<file path="src/rtl/hub75_pkg.sv">
`default_nettype none
// ============================================================================
// Module   : hub75_pkg
// Brief    : Shared register map, pixel type, fill FSM states and the
//            back-buffer pixel index helper for the HUB75 fill engine.
// Revision : 1.0
// ============================================================================
package hub75_pkg;

    localparam logic [1:0] c_REG_CTRL   = 2'd0;
    localparam logic [1:0] c_REG_RECT   = 2'd1;
    localparam logic [1:0] c_REG_COLOR  = 2'd2;
    localparam logic [1:0] c_REG_STATUS = 2'd3;

    localparam int c_CTRL_START = 0;
    localparam int c_CTRL_SWAP  = 1;
    localparam int c_CTRL_BUF   = 2;

    localparam int c_STAT_BUSY = 0;
    localparam int c_STAT_DONE = 1;
    localparam int c_STAT_ERR  = 2;

    typedef struct packed {
        logic [7:0] b;
        logic [7:0] g;
        logic [7:0] r;
    } hub75_pixel_t;

    typedef enum logic [2:0] {
        ST_IDLE  = 3'd0,
        ST_WRITE = 3'd1,
        ST_GAP   = 3'd2,
        ST_SWAP  = 3'd3,
        ST_DONE  = 3'd4
    } fill_state_t;

    // Index = {buf, y, x}; y's MSB picks the panel half, the rest the row pair.
    function automatic logic [31:0] hub75_pixel_index(
        input logic       buf_sel,
        input logic [7:0] x,
        input logic [7:0] y,
        input int         xbits,
        input int         ybits
    );
        logic [31:0] xm;
        logic [31:0] ym;
        xm = {24'd0, x} & ((32'd1 << xbits) - 32'd1);
        ym = {24'd0, y} & ((32'd1 << ybits) - 32'd1);
        return ({31'd0, buf_sel} << (xbits + ybits)) | (ym << xbits) | xm;
    endfunction

endpackage
`default_nettype wire

</file>
<file path="src/rtl/hub75_rect_walker.sv">
`default_nettype none
// ============================================================================
// Module   : hub75_rect_walker
// Brief    : Clips a rectangle to the panel and walks it row-major.
// Revision : 1.0
// ============================================================================
module hub75_rect_walker #(
    parameter int ROWS = 64,
    parameter int COLS = 64
) (
    input  logic       clk,
    input  logic       rst,
    input  logic       i_load,
    input  logic       i_step,
    input  logic [7:0] i_x0,
    input  logic [7:0] i_y0,
    input  logic [7:0] i_w,
    input  logic [7:0] i_h,
    output logic [7:0] o_x,
    output logic [7:0] o_y,
    output logic       o_empty,
    output logic       o_last
);

    localparam logic [8:0] c_COLS = 9'(COLS);
    localparam logic [8:0] c_ROWS = 9'(ROWS);

    logic [8:0] w_xsum;
    logic [8:0] w_ysum;
    logic [8:0] w_x1;
    logic [8:0] w_y1;
    logic       w_row_end;
    logic [7:0] r_x0;
    logic [7:0] r_x;
    logic [7:0] r_y;
    logic [8:0] r_x1;
    logic [8:0] r_y1;

    always_comb begin
        w_xsum    = {1'b0, i_x0} + {1'b0, i_w};
        w_ysum    = {1'b0, i_y0} + {1'b0, i_h};
        w_x1      = (w_xsum > c_COLS) ? c_COLS : w_xsum;
        w_y1      = (w_ysum > c_ROWS) ? c_ROWS : w_ysum;
        // Covers x0/y0 off-panel as well as a zero width or height.
        o_empty   = (w_x1 <= {1'b0, i_x0}) || (w_y1 <= {1'b0, i_y0});
        w_row_end = (({1'b0, r_x} + 9'd1) == r_x1);
        o_last    = w_row_end && (({1'b0, r_y} + 9'd1) == r_y1);
    end

    always_ff @(posedge clk or posedge rst) begin
        if (rst) begin
            r_x0 <= 8'd0;
            r_x  <= 8'd0;
            r_y  <= 8'd0;
            r_x1 <= 9'd0;
            r_y1 <= 9'd0;
        end else if (i_load) begin
            r_x0 <= i_x0;
            r_x  <= i_x0;
            r_y  <= i_y0;
            r_x1 <= w_x1;
            r_y1 <= w_y1;
        end else if (i_step) begin
            if (w_row_end) begin
                r_x <= r_x0;
                r_y <= r_y + 8'd1;
            end else begin
                r_x <= r_x + 8'd1;
            end
        end
    end

    assign o_x = r_x;
    assign o_y = r_y;

endmodule
`default_nettype wire

</file>
<file path="src/rtl/hub75_fill_engine.sv">
`default_nettype none
// ============================================================================
// Module   : hub75_fill_engine
// Brief    : Register-programmed rectangle fill master for the HUB75 driver.
// Revision : 1.0
// ============================================================================
module hub75_fill_engine
    import hub75_pkg::*;
#(
    parameter int          ROWS           = 64,
    parameter int          COLS           = 64,
    parameter logic [31:0] CFG_BASEADDR   = 32'h81010000,
    parameter logic [31:0] HUB75_BASEADDR = 32'h81000000
) (
    input  logic        clk,
    input  logic        rst,
    input  logic [31:0] addr,
    input  logic [31:0] wdata,
    input  logic [3:0]  wmask,
    input  logic        wen,
    input  logic        ren,
    output logic [31:0] rdata,
    output logic        ready,
    output logic        active,
    output logic [31:0] m_addr,
    output logic [31:0] m_wdata,
    output logic [3:0]  m_wmask,
    output logic        m_wen,
    input  logic        m_ready,
    output logic        busy
);

    localparam int          c_XBITS     = $clog2(COLS);
    localparam int          c_YBITS     = $clog2(ROWS);
    localparam logic [31:0] c_SWAP_ADDR = HUB75_BASEADDR + 32'(8 * ROWS * COLS);

    fill_state_t  r_state;
    fill_state_t  w_next;
    logic         r_first;
    logic [31:0]  r_rect;
    logic [23:0]  r_color;
    logic         r_cfg_swap;
    logic         r_cfg_buf;
    logic         r_done;
    logic         r_err;
    hub75_pixel_t r_snap_color;
    logic         r_snap_swap;
    logic         r_snap_buf;
    logic [31:0]  r_rdata;
    logic         r_ready;

    logic        w_wr;
    logic        w_wr_ctrl;
    logic        w_wr_status;
    logic [2:0]  w_ctrl_bits;
    logic        w_start;
    logic        w_accept;
    logic        w_load;
    logic        w_step;
    logic [7:0]  w_x;
    logic [7:0]  w_y;
    logic        w_empty;
    logic        w_last;
    logic [31:0] w_index;
    logic [31:0] w_rd;
    logic        w_unused;

    assign active      = (addr[31:4] == CFG_BASEADDR[31:4]);
    assign w_wr        = wen && active;
    assign w_wr_ctrl   = w_wr && (addr[3:2] == c_REG_CTRL);
    assign w_wr_status = w_wr && (addr[3:2] == c_REG_STATUS);
    // The START write itself may also set SWAP_AFTER/TARGET_BUF for this fill.
    assign w_ctrl_bits = wmask[0] ? wdata[2:0] : {r_cfg_buf, r_cfg_swap, 1'b0};
    assign w_start     = w_wr_ctrl && w_ctrl_bits[c_CTRL_START];
    assign w_accept    = w_start && (r_state == ST_IDLE);
    assign busy        = (r_state != ST_IDLE);
    assign w_index     = hub75_pixel_index(r_snap_buf, w_x, w_y, c_XBITS, c_YBITS);
    assign w_unused    = &{1'b0, addr[1:0], 1'b0};

    hub75_rect_walker #(
        .ROWS (ROWS),
        .COLS (COLS)
    ) u_walker (
        .clk     (clk),
        .rst     (rst),
        .i_load  (w_load),
        .i_step  (w_step),
        .i_x0    (r_rect[7:0]),
        .i_y0    (r_rect[15:8]),
        .i_w     (r_rect[23:16]),
        .i_h     (r_rect[31:24]),
        .o_x     (w_x),
        .o_y     (w_y),
        .o_empty (w_empty),
        .o_last  (w_last)
    );

    always_ff @(posedge clk or posedge rst) begin
        if (rst) begin
            r_state <= ST_IDLE;
            r_first <= 1'b0;
        end else begin
            r_state <= w_next;
            r_first <= (w_next != r_state);
        end
    end

    // m_ready is ignored in the first WRITE/SWAP cycle: it may still be stale.
    always_comb begin
        w_next  = r_state;
        w_load  = 1'b0;
        w_step  = 1'b0;
        m_wen   = 1'b0;
        m_addr  = 32'd0;
        m_wdata = 32'd0;
        m_wmask = 4'd0;
        case (r_state)
            ST_IDLE: begin
                if (w_accept) begin
                    w_load = 1'b1;
                    if (!w_empty)
                        w_next = ST_WRITE;
                    else if (w_ctrl_bits[c_CTRL_SWAP])
                        w_next = ST_SWAP;
                    else
                        w_next = ST_DONE;
                end
            end
            ST_WRITE: begin
                m_wen   = 1'b1;
                m_addr  = HUB75_BASEADDR + (w_index << 2);
                m_wdata = {8'h00, r_snap_color};
                m_wmask = 4'b0111;
                if (!r_first && m_ready)
                    w_next = ST_GAP;
            end
            ST_GAP: begin
                if (!w_last) begin
                    w_step = 1'b1;
                    w_next = ST_WRITE;
                end else begin
                    w_next = r_snap_swap ? ST_SWAP : ST_DONE;
                end
            end
            ST_SWAP: begin
                m_wen   = 1'b1;
                m_addr  = c_SWAP_ADDR;
                m_wdata = {31'd0, r_snap_buf};
                m_wmask = 4'b0001;
                if (!r_first && m_ready)
                    w_next = ST_DONE;
            end
            ST_DONE: w_next = ST_IDLE;
            default: w_next = ST_IDLE;
        endcase
    end

    always_ff @(posedge clk or posedge rst) begin
        if (rst) begin
            r_rect       <= 32'd0;
            r_color      <= 24'd0;
            r_cfg_swap   <= 1'b0;
            r_cfg_buf    <= 1'b0;
            r_done       <= 1'b0;
            r_err        <= 1'b0;
            r_snap_color <= '0;
            r_snap_swap  <= 1'b0;
            r_snap_buf   <= 1'b0;
        end else begin
            if (w_wr && (addr[3:2] == c_REG_RECT)) begin
                for (int i = 0; i < 4; i++)
                    if (wmask[i]) r_rect[8*i +: 8] <= wdata[8*i +: 8];
            end
            if (w_wr && (addr[3:2] == c_REG_COLOR)) begin
                for (int i = 0; i < 3; i++)
                    if (wmask[i]) r_color[8*i +: 8] <= wdata[8*i +: 8];
            end
            if (w_wr_ctrl) begin
                r_cfg_swap <= w_ctrl_bits[c_CTRL_SWAP];
                r_cfg_buf  <= w_ctrl_bits[c_CTRL_BUF];
            end
            if (w_accept) begin
                r_snap_color <= r_color;
                r_snap_swap  <= w_ctrl_bits[c_CTRL_SWAP];
                r_snap_buf   <= w_ctrl_bits[c_CTRL_BUF];
            end
            if (r_state == ST_DONE)
                r_done <= 1'b1;
            else if (w_wr_status && wmask[0] && wdata[c_STAT_DONE])
                r_done <= 1'b0;
            if (w_start && busy)
                r_err <= 1'b1;
            else if (w_wr_status && wmask[0] && wdata[c_STAT_ERR])
                r_err <= 1'b0;
        end
    end

    always_comb begin
        w_rd = 32'd0;
        case (addr[3:2])
            c_REG_CTRL: begin
                w_rd[c_CTRL_SWAP] = r_cfg_swap;
                w_rd[c_CTRL_BUF]  = r_cfg_buf;
            end
            c_REG_RECT:  w_rd = r_rect;
            c_REG_COLOR: w_rd = {8'd0, r_color};
            default: begin
                w_rd[c_STAT_BUSY] = busy;
                w_rd[c_STAT_DONE] = r_done;
                w_rd[c_STAT_ERR]  = r_err;
            end
        endcase
    end

    always_ff @(posedge clk or posedge rst) begin
        if (rst) begin
            r_rdata <= 32'd0;
            r_ready <= 1'b0;
        end else begin
            r_ready <= active && (ren || wen);
            r_rdata <= (active && ren) ? w_rd : 32'd0;
        end
    end

    assign rdata = r_rdata;
    assign ready = r_ready;

endmodule
`default_nettype wire

</file>
<file path="config.mk">
export PLATFORM = sky130hd
export DESIGN_NAME = hub75_fill_engine
export DESIGN_NICKNAME = d
export VERILOG_FILES = /design/src/rtl/hub75_pkg.sv /design/src/rtl/hub75_rect_walker.sv /design/src/rtl/hub75_fill_engine.sv
export SDC_FILE = /design/constraint.sdc
export NUM_CORES = 1
export LEC_CHECK = 0
export CORE_UTILIZATION = 50
export CTS_CLUSTER_SIZE = 16
export DETAILED_ROUTE_END_ITERATION = 8
export PLACE_DENSITY_LB_ADDON = 0.08
export REMOVE_ABC_BUFFERS = 1
export SLEW_MARGIN = 20
export SYNTH_ARGS = -nofsm -noshare
export SYNTH_HDL_FRONTEND = slang
export SYNTH_SLANG_ARGS = --single-unit
</file>
<file path="constraint.sdc">
create_clock -name clk -period 6.6 [get_ports clk]
set_clock_uncertainty 0.05 [all_clocks]
set_input_delay 1.65 -clock clk [delete_from_list [all_inputs] [get_ports clk]]
set_output_delay 1.65 -clock clk [all_outputs]
set_load 0.01 [all_outputs]
</file>
==> results of run 1 <==
## per-stage QoR
stage	utilization	setup WS [ps]	cells	power (W)
after floorplan	-	438	900	0.00144
after global placement	0.602	1390	1286	0.00166
after detailed placement	0.602	1370	1286	0.00166
after CTS	0.634	1350	1318	0.00263
after global routing	0.634	1270	1318	0.00274
final	0.634	1370	1318	0.00261
## cell usage in the layout (no fill, tap or decap), types with 6 or more instances in the layout
cell and count:
dfrtp_1 165, nand2b_1 8, o21ai_0 26, nor3_1 17, nand3_1 27, nand4_1 9
o211ai_1 11, mux2i_1 9, buf_4 8, o31ai_1 13, xnor2_1 17, conb_1 27
a22oi_1 21, o21a_1 6, nor4_1 12, ha_1 37, and3_1 7, a21oi_1 18
clkbuf_16 17, inv_1 34, xor2_1 15, and2_1 50, nand2_1 143, nor2_1 61
mux2_2 59, clkdlybuf4s50_1 149
## per-layer routing
metal,part of all wire,routed length (um),track usage
met1,0.46,10500,0.338
met5,0,0,0
met2,0.47,10700,0.400
met3,0.063,1440,0.0618
met4,0.0059,134,0.0480
## worst max path at each step
| stage | start | endpoint | slack [ps] | depth (start not counted) |
|---|---|---|---|---|
| global route | addr[13] | active | 1270 | 5 |
| floorplan | rst | r_cfg_buf$_DFFE_PP0P_ | 440 | 1 |
| finish | addr[13] | active | 1370 | 5 |
| detailed placement | addr[13] | active | 1370 | 5 |
| global placement | addr[13] | active | 1390 | 5 |
| CTS | addr[13] | active | 1350 | 5 |
## worst max-delay path, delay by kind of cell
family / cells / cell delay [ps]
buf+inv: 2 / 1000
simple gates: 3 / 870
## report_power, final
| group | switching [W] | internal, W | leakage (nW) |
|---|---|---|---|
| clock network | 0.000466 | 0.000504 | 0.276 |
| registers | 0.0000602 | 0.00104 | 2.29 |
| logic | 0.000300 | 0.000242 | 2.67 |
| total | 0.000826 | 0.00179 | 5.24 |
## flip-flops by register name, indices dropped and copies added, names as in the netlist
register and cells:
r_snap_swap 1, r_color 24, r_snap_color 24, r_err 1, u_walker.o_x 8, r_cfg_buf 1
ready 1, u_walker.r_x0 8, r_first 1, r_snap_buf 1, r_state 3, u_walker.r_x1 9
r_done 1, rdata 32, u_walker.o_y 8, r_rect 32, u_walker.r_y1 9, r_cfg_swap 1
## cell families (layout without fill, tap and decap cells)
family                     count (synthesis)  in the layout  synth area share
and+or+nand+nor                          384            384             0.210
other                                      1             27          0.000400
adders and majority gates                 39             39            0.0537
buffers and inverters                    104            224            0.0562
muxes                                     70             70            0.0844
AOI/OAI and AO/OA                        146            146             0.120
xor gates and xnor gates                  34             34            0.0347
DFF                                      165            165             0.441
## cell type report
| type | count | share of cell area |
|---|---|---|
| inverter | 35 | 0.0118 |
| clock buffer | 17 | 0.0370 |
| clock inverter | 15 | 0.0132 |
| tap | 229 | 0.0249 |
| sequential | 165 | 0.359 |
| multi-input combinational | 700 | 0.420 |
| timing repair buffer | 157 | 0.135 |
==> results.md, run 1 <==
* Chip height at 139 um
* Initial Utilization at 0.516
* Antenna violations before repair at 0
* H-tree depth at 4
* Crit start category: input port
* Slew HR at 0.377
* Syn. warnings at 0
* CTS tree: done
* Worst hold path class: reg -> reg
* Antenna Cells at 0
* Pins over their slew limit at 0
* Final worst path period need at between 5000 and 6000 ps
* Commonest cells in the netlist: dfrtp_1 (165), nand2_1 (143), nor2_1 (62), mux2_2 (59), and2_1 (50)
* Count of cell types in the netlist at 85
* Clk slew on worst S/H paths at about 70 ps
* Reg2reg end: r_state[0]$_DFF_PP0_
* CTS sink cnt at 165
* Die area at 19300 sq um
* Pwr dens at 227 nW/um^2
* Final setup fails at 0
* Count leader, synth: dfrtp_1
* Reg2Reg Depth at 16
* Arrival time worst endpoint at 3530 ps
* Multi-input gate area at just under 5000 sq um
* Post-CTS Hold Buffers at 0
* Flop-to-flop setup slack at 2150 ps
* Worst slew pin tran at 932 ps
* Final GP Congestion at approximately 0.87
* Setup bufs post-CTS at 0
* Post-route ant nets at 0
* Min-delay src: r_snap_color[7]$_DFFE_PP0P_
* Drt initial violations at 438
* Hold Path Depth at 2
* Main synth FF type: dfrtp_1
* Synth Instances at 943
* Reg area at 4130 sq um
* Area leader, netlist: dfrtp_1
* Status: finished, final reports clean
* Root buf cell: clkbuf_16
* Layout cells sized above 1 at 0.119
* LEAKAGE at 5.24 nW
* Synth top area share at 0.441
* Ys async rst share at 1.00
* Peak VDD IR at 0.000174 V
* Total grt overflow at 0
* Dominant cells by area after synthesis: dfrtp_1 (44%), mux2_2 (7.1%), nand2_1 (5.7%)
* Setup_tns at 0 ps
* Port Buf Inserts at 149
* Final instance area at 11500 sq um
* Fmax at 191 MHz
* Crit-path max FO at 3
* Post-synth EDFFs at 0
* Core outline area at 18100 sq um
* FP Rows at 49
* CTS buffer count at 17
* Vias in the first global route at 7134
* Die X at 139 um
* Crit path cell chain: clkdlybuf4s50_1 -> nor4b_1 -> nand4_1 -> nor2_1 -> clkdlybuf4s50_1
* Clock Tree Buf Depth at 2
* RR Startpoint: r_rect[0]$_DFFE_PP0P_
* Fin. Hold Viols at 0
* Min Hold Slack at 407 ps
* Final #Nets at approximately 1200
* DPL Wire Length at 16300 um
* Fin crit share at 0.792
* Worst Hold End: r_snap_color[7]$_DFFE_PP0P_
* Vias per cell at 5.55
* Clk Latency, worst-skew pair at 430 ps
* Crit path max-delay cell type: clkdlybuf4s50_1
* Largest stage delay on the critical path at 600 ps
* CTS resizes at 0
* Synthesized area at approximately 9400 sq um
* Critical Path Sink Type: output port
* Crit Path Class: in -> out
* Largest net degree at the start of global routing at 63
* Sum of routed wire length over all layers at 22800 um
* Mapped Avg Cell Area at 9.93 sq um
* Placed inst area at around 11000 sq um
* IO Count at 177
* RSZ-0062 raised after global routing: false
* Tot GR Track Use at 0.247
* Max_cap viols at 0
* Pre-Repair DR Iteration Count at 7
* Layout area overhead at 22.9%
* DRC violations left at 0
* Critical path required time at 4900 ps
* Vias at around 7300
* Synth Register Bits at roughly 170
* First-pass GRT wire length at between 30000 and 40000 um
* DR WL/cell at roughly 17 um
* Sequential-to-total area share from yosys stat at 0.441
* Filler cell count at between 1500 and 2000
* CP dominant cell by count: clkdlybuf4s50_1
Power figures use the tool's default switching activity.
==> run 2: changes to the inputs <==
--- a/config.mk
+++ b/config.mk
@@ -5,7 +5,7 @@
 export SDC_FILE = /design/constraint.sdc
 export NUM_CORES = 1
 export LEC_CHECK = 0
-export CORE_UTILIZATION = 50
+export CORE_UTILIZATION = 48
 export CTS_CLUSTER_SIZE = 16
 export DETAILED_ROUTE_END_ITERATION = 8
 export PLACE_DENSITY_LB_ADDON = 0.08
==> constraint.sdc (replaced) <==
create_clock -name clk -period 4.6 [get_ports clk]
set_clock_uncertainty 0.05 [all_clocks]
set_input_delay 1.15 -clock clk [delete_from_list [all_inputs] [get_ports clk]]
set_output_delay 1.15 -clock clk [all_outputs]
set_load 0.01 [all_outputs]
==> results.md, run 2 (same netlist as run 1, synthesis figures left out) <==
* Fmax at 233 MHz
* IO Count at 177 (unchanged)
* H-tree depth at 4 (unchanged)
* CTS buffer count at 17 (unchanged)
* Pins over their slew limit at 0 (unchanged)
* Chip height at 142 um (+2.0%)
* Pwr dens at 323 nW/um^2 (+42%)
* Final #Nets at 1196 (+0.67%)
* Most frequent cells in the layout: dfrtp_1 (165), clkdlybuf4s50_1 (149), nand2_1 (143), nor2_1 (61), mux2_2 (59)
* Vias per cell at 5.36 (-3.4%)
* Total Power at 0.00377 W (+44%)
* Tot GR Track Use at 0.241 (-0.00622)
* DP Cell Count at 1325 (+3.0%)
* Vias in the first global route at 7232 (+1.4%)
* Antenna violations before repair at 0 (unchanged)
* Final setup fails at 0 (unchanged)
* Final GP Congestion at 0.834 (-3.6%)
* DRC violations left at 0 (unchanged)
* Layout cells sized above 1 at 0.127 (+0.00733)
* Worst hold path class: reg -> reg
* Pre-Repair DR Iteration Count at 5 (-2)
* Setup bufs post-CTS at 0 (unchanged)
* Worst slew pin tran at 766 ps (-166 ps)
* Core outline area at 18900 sq um (+4.1%)
* Min Hold Slack at 411 ps (+4.01 ps)
* Critical Path Sink Type: flop
* RSZ-0062 raised after global routing: false
* Slew HR at 0.487 (+0.110)
* CTS resizes at 0 (unchanged)
* Clk Latency, worst-skew pair at 430 ps (about the same)
* Drt initial violations at 407 (-7.1%)
* Die X at 142 um (+2.0%)
* Sum of routed wire length over all layers at 23100 um (+1.4%)
* DR WL/cell at 17.0 um (-1.6%)
* Fin crit share at 0.933
* Commonest non-fill, non-tap cell in the layout: dfrtp_1
* Crit start category: flop
* Root buf cell: clkbuf_16
* Crit Path Class: reg -> reg
* Fin. Hold Viols at 0 (unchanged)
* First-pass GRT wire length at 37300 um (+0.22%)
* FP Rows at 50 (+2.0%)
* CTS sink cnt at 165 (unchanged)
* Clk slew on worst S/H paths at 70 ps (about the same)
* Peak VDD IR at 0.000275 V (+58%)
* Critical path required time at 4870 ps (-30 ps)
* Largest net degree at the start of global routing at 82 (+30%)
* Crit-path max FO at 6 (+3)
* Arrival time worst endpoint at 4560 ps (+1030 ps)
* Clock Tree Buf Depth at 2 (unchanged)
* Die area at 20100 sq um (+4.1%)
* Initial Utilization at 0.496 (-0.0204)
* Final worst path period need at 4290 ps
* LEAKAGE at 5.30 nW (+1.1%)
* CTS tree: done
* Status: finished, final reports clean
* Max_cap viols at 0 (unchanged)
* Vias at 7281 (-0.49%)
* Layout area overhead at 24.4%
* Post-route ant nets at 0 (unchanged)
* Post-CTS Hold Buffers at 0 (unchanged)
* Total grt overflow at 0 (unchanged)
* Non-Filler Instances at 1358 (+3.0%)
* Port Buf Inserts at 149 (unchanged)
* Filler cell count at 1662 (+10%)
* DPL Wire Length at 16500 um (+1.3%)
==> run 2: cell type report <==
cell class	instances	area, sq um	share of cell area
multi-input combinational	700	4830	0.415
antenna	1	2.50	0.000215
clock inverter	15	163	0.0140
sequential	165	4130	0.354
inverter	35	136	0.0117
clock buffer	17	425	0.0365
tap	260	325	0.0279
timing repair buffer	165	1640	0.140
==> run 2: report_power, final <==
group / internal (W) / total (W) / switching, W
logic: 0.000349 / 0.000778 / 0.000429
registers: 0.00149 / 0.00158 / 0.0000889
clock network: 0.000729 / 0.00141 / 0.000678
==> run 2: routing by layer <==
metal  up-vias  share of wire  track usage
met5         -              0            0
met4         0         0.0098       0.0589
met3        12          0.053       0.0597
met2       202           0.46        0.381
li1       3558              -            -
met1      3509           0.48        0.331
==> run 2: path summary, 6_finish.rpt <==
kind,start,slack [ps],endpoint,cells after the start
worst min-delay path,u_walker.r_x0[3]$_DFFE_PP0P_,410,u_walker.r_x0[3]$_DFFE_PP0P_,2
worst min register to register,u_walker.r_x0[3]$_DFFE_PP0P_,410,u_walker.r_x0[3]$_DFFE_PP0P_,2
worst max register to register,r_rect[8]$_DFFE_PP0P_,310,r_state[0]$_DFF_PP0_,16
max in group asynchronous,rst,2520,r_color[18]$_DFFE_PP0P_,3
min in group asynchronous,rst,1170,r_snap_color[13]$_DFFE_PP0P_,2
worst max-delay path,r_rect[8]$_DFFE_PP0P_,310,r_state[0]$_DFF_PP0_,16
==> run 2: metrics by stage <==
stage               worst slack, ps  setup TNS [ps]   util  instance area, sq um
CTS                             367               0  0.616                 11600
global route                   6.72               0  0.617                 11600
global placement                372               0  0.585                 11100
detailed placement              384               0  0.585                 11100
finish                          309               0  0.617                 11700
floorplan                     -1060         -187690      -                  9070
==> run 2: critical path, cell delays in order, from the launching register on <==
cell       delay [ps]
dfrtp_1           470
ha_1              230
inv_1              60
fa_1              380
nand2b_1          180
a21oi_1           220
o22a_1            230
nor2_1             50
o21ai_0           400
nor2_1             80
ha_1              330
a2111oi_0         450
a32oi_1           260
o22a_1            270
o211ai_1          140
mux2i_4           120
a31o_1            230
==> run 3: changes to the inputs <==
--- a/config.mk
+++ b/config.mk
@@ -5,6 +5,7 @@
 export SDC_FILE = /design/constraint.sdc
 export NUM_CORES = 1
 export LEC_CHECK = 0
+export CAP_MARGIN = 30
 export CORE_UTILIZATION = 48
 export CTS_CLUSTER_SIZE = 16
 export DETAILED_ROUTE_END_ITERATION = 8
==> results of run 3 <==
Final layout, timing and power as in run 2 (identical DEF).
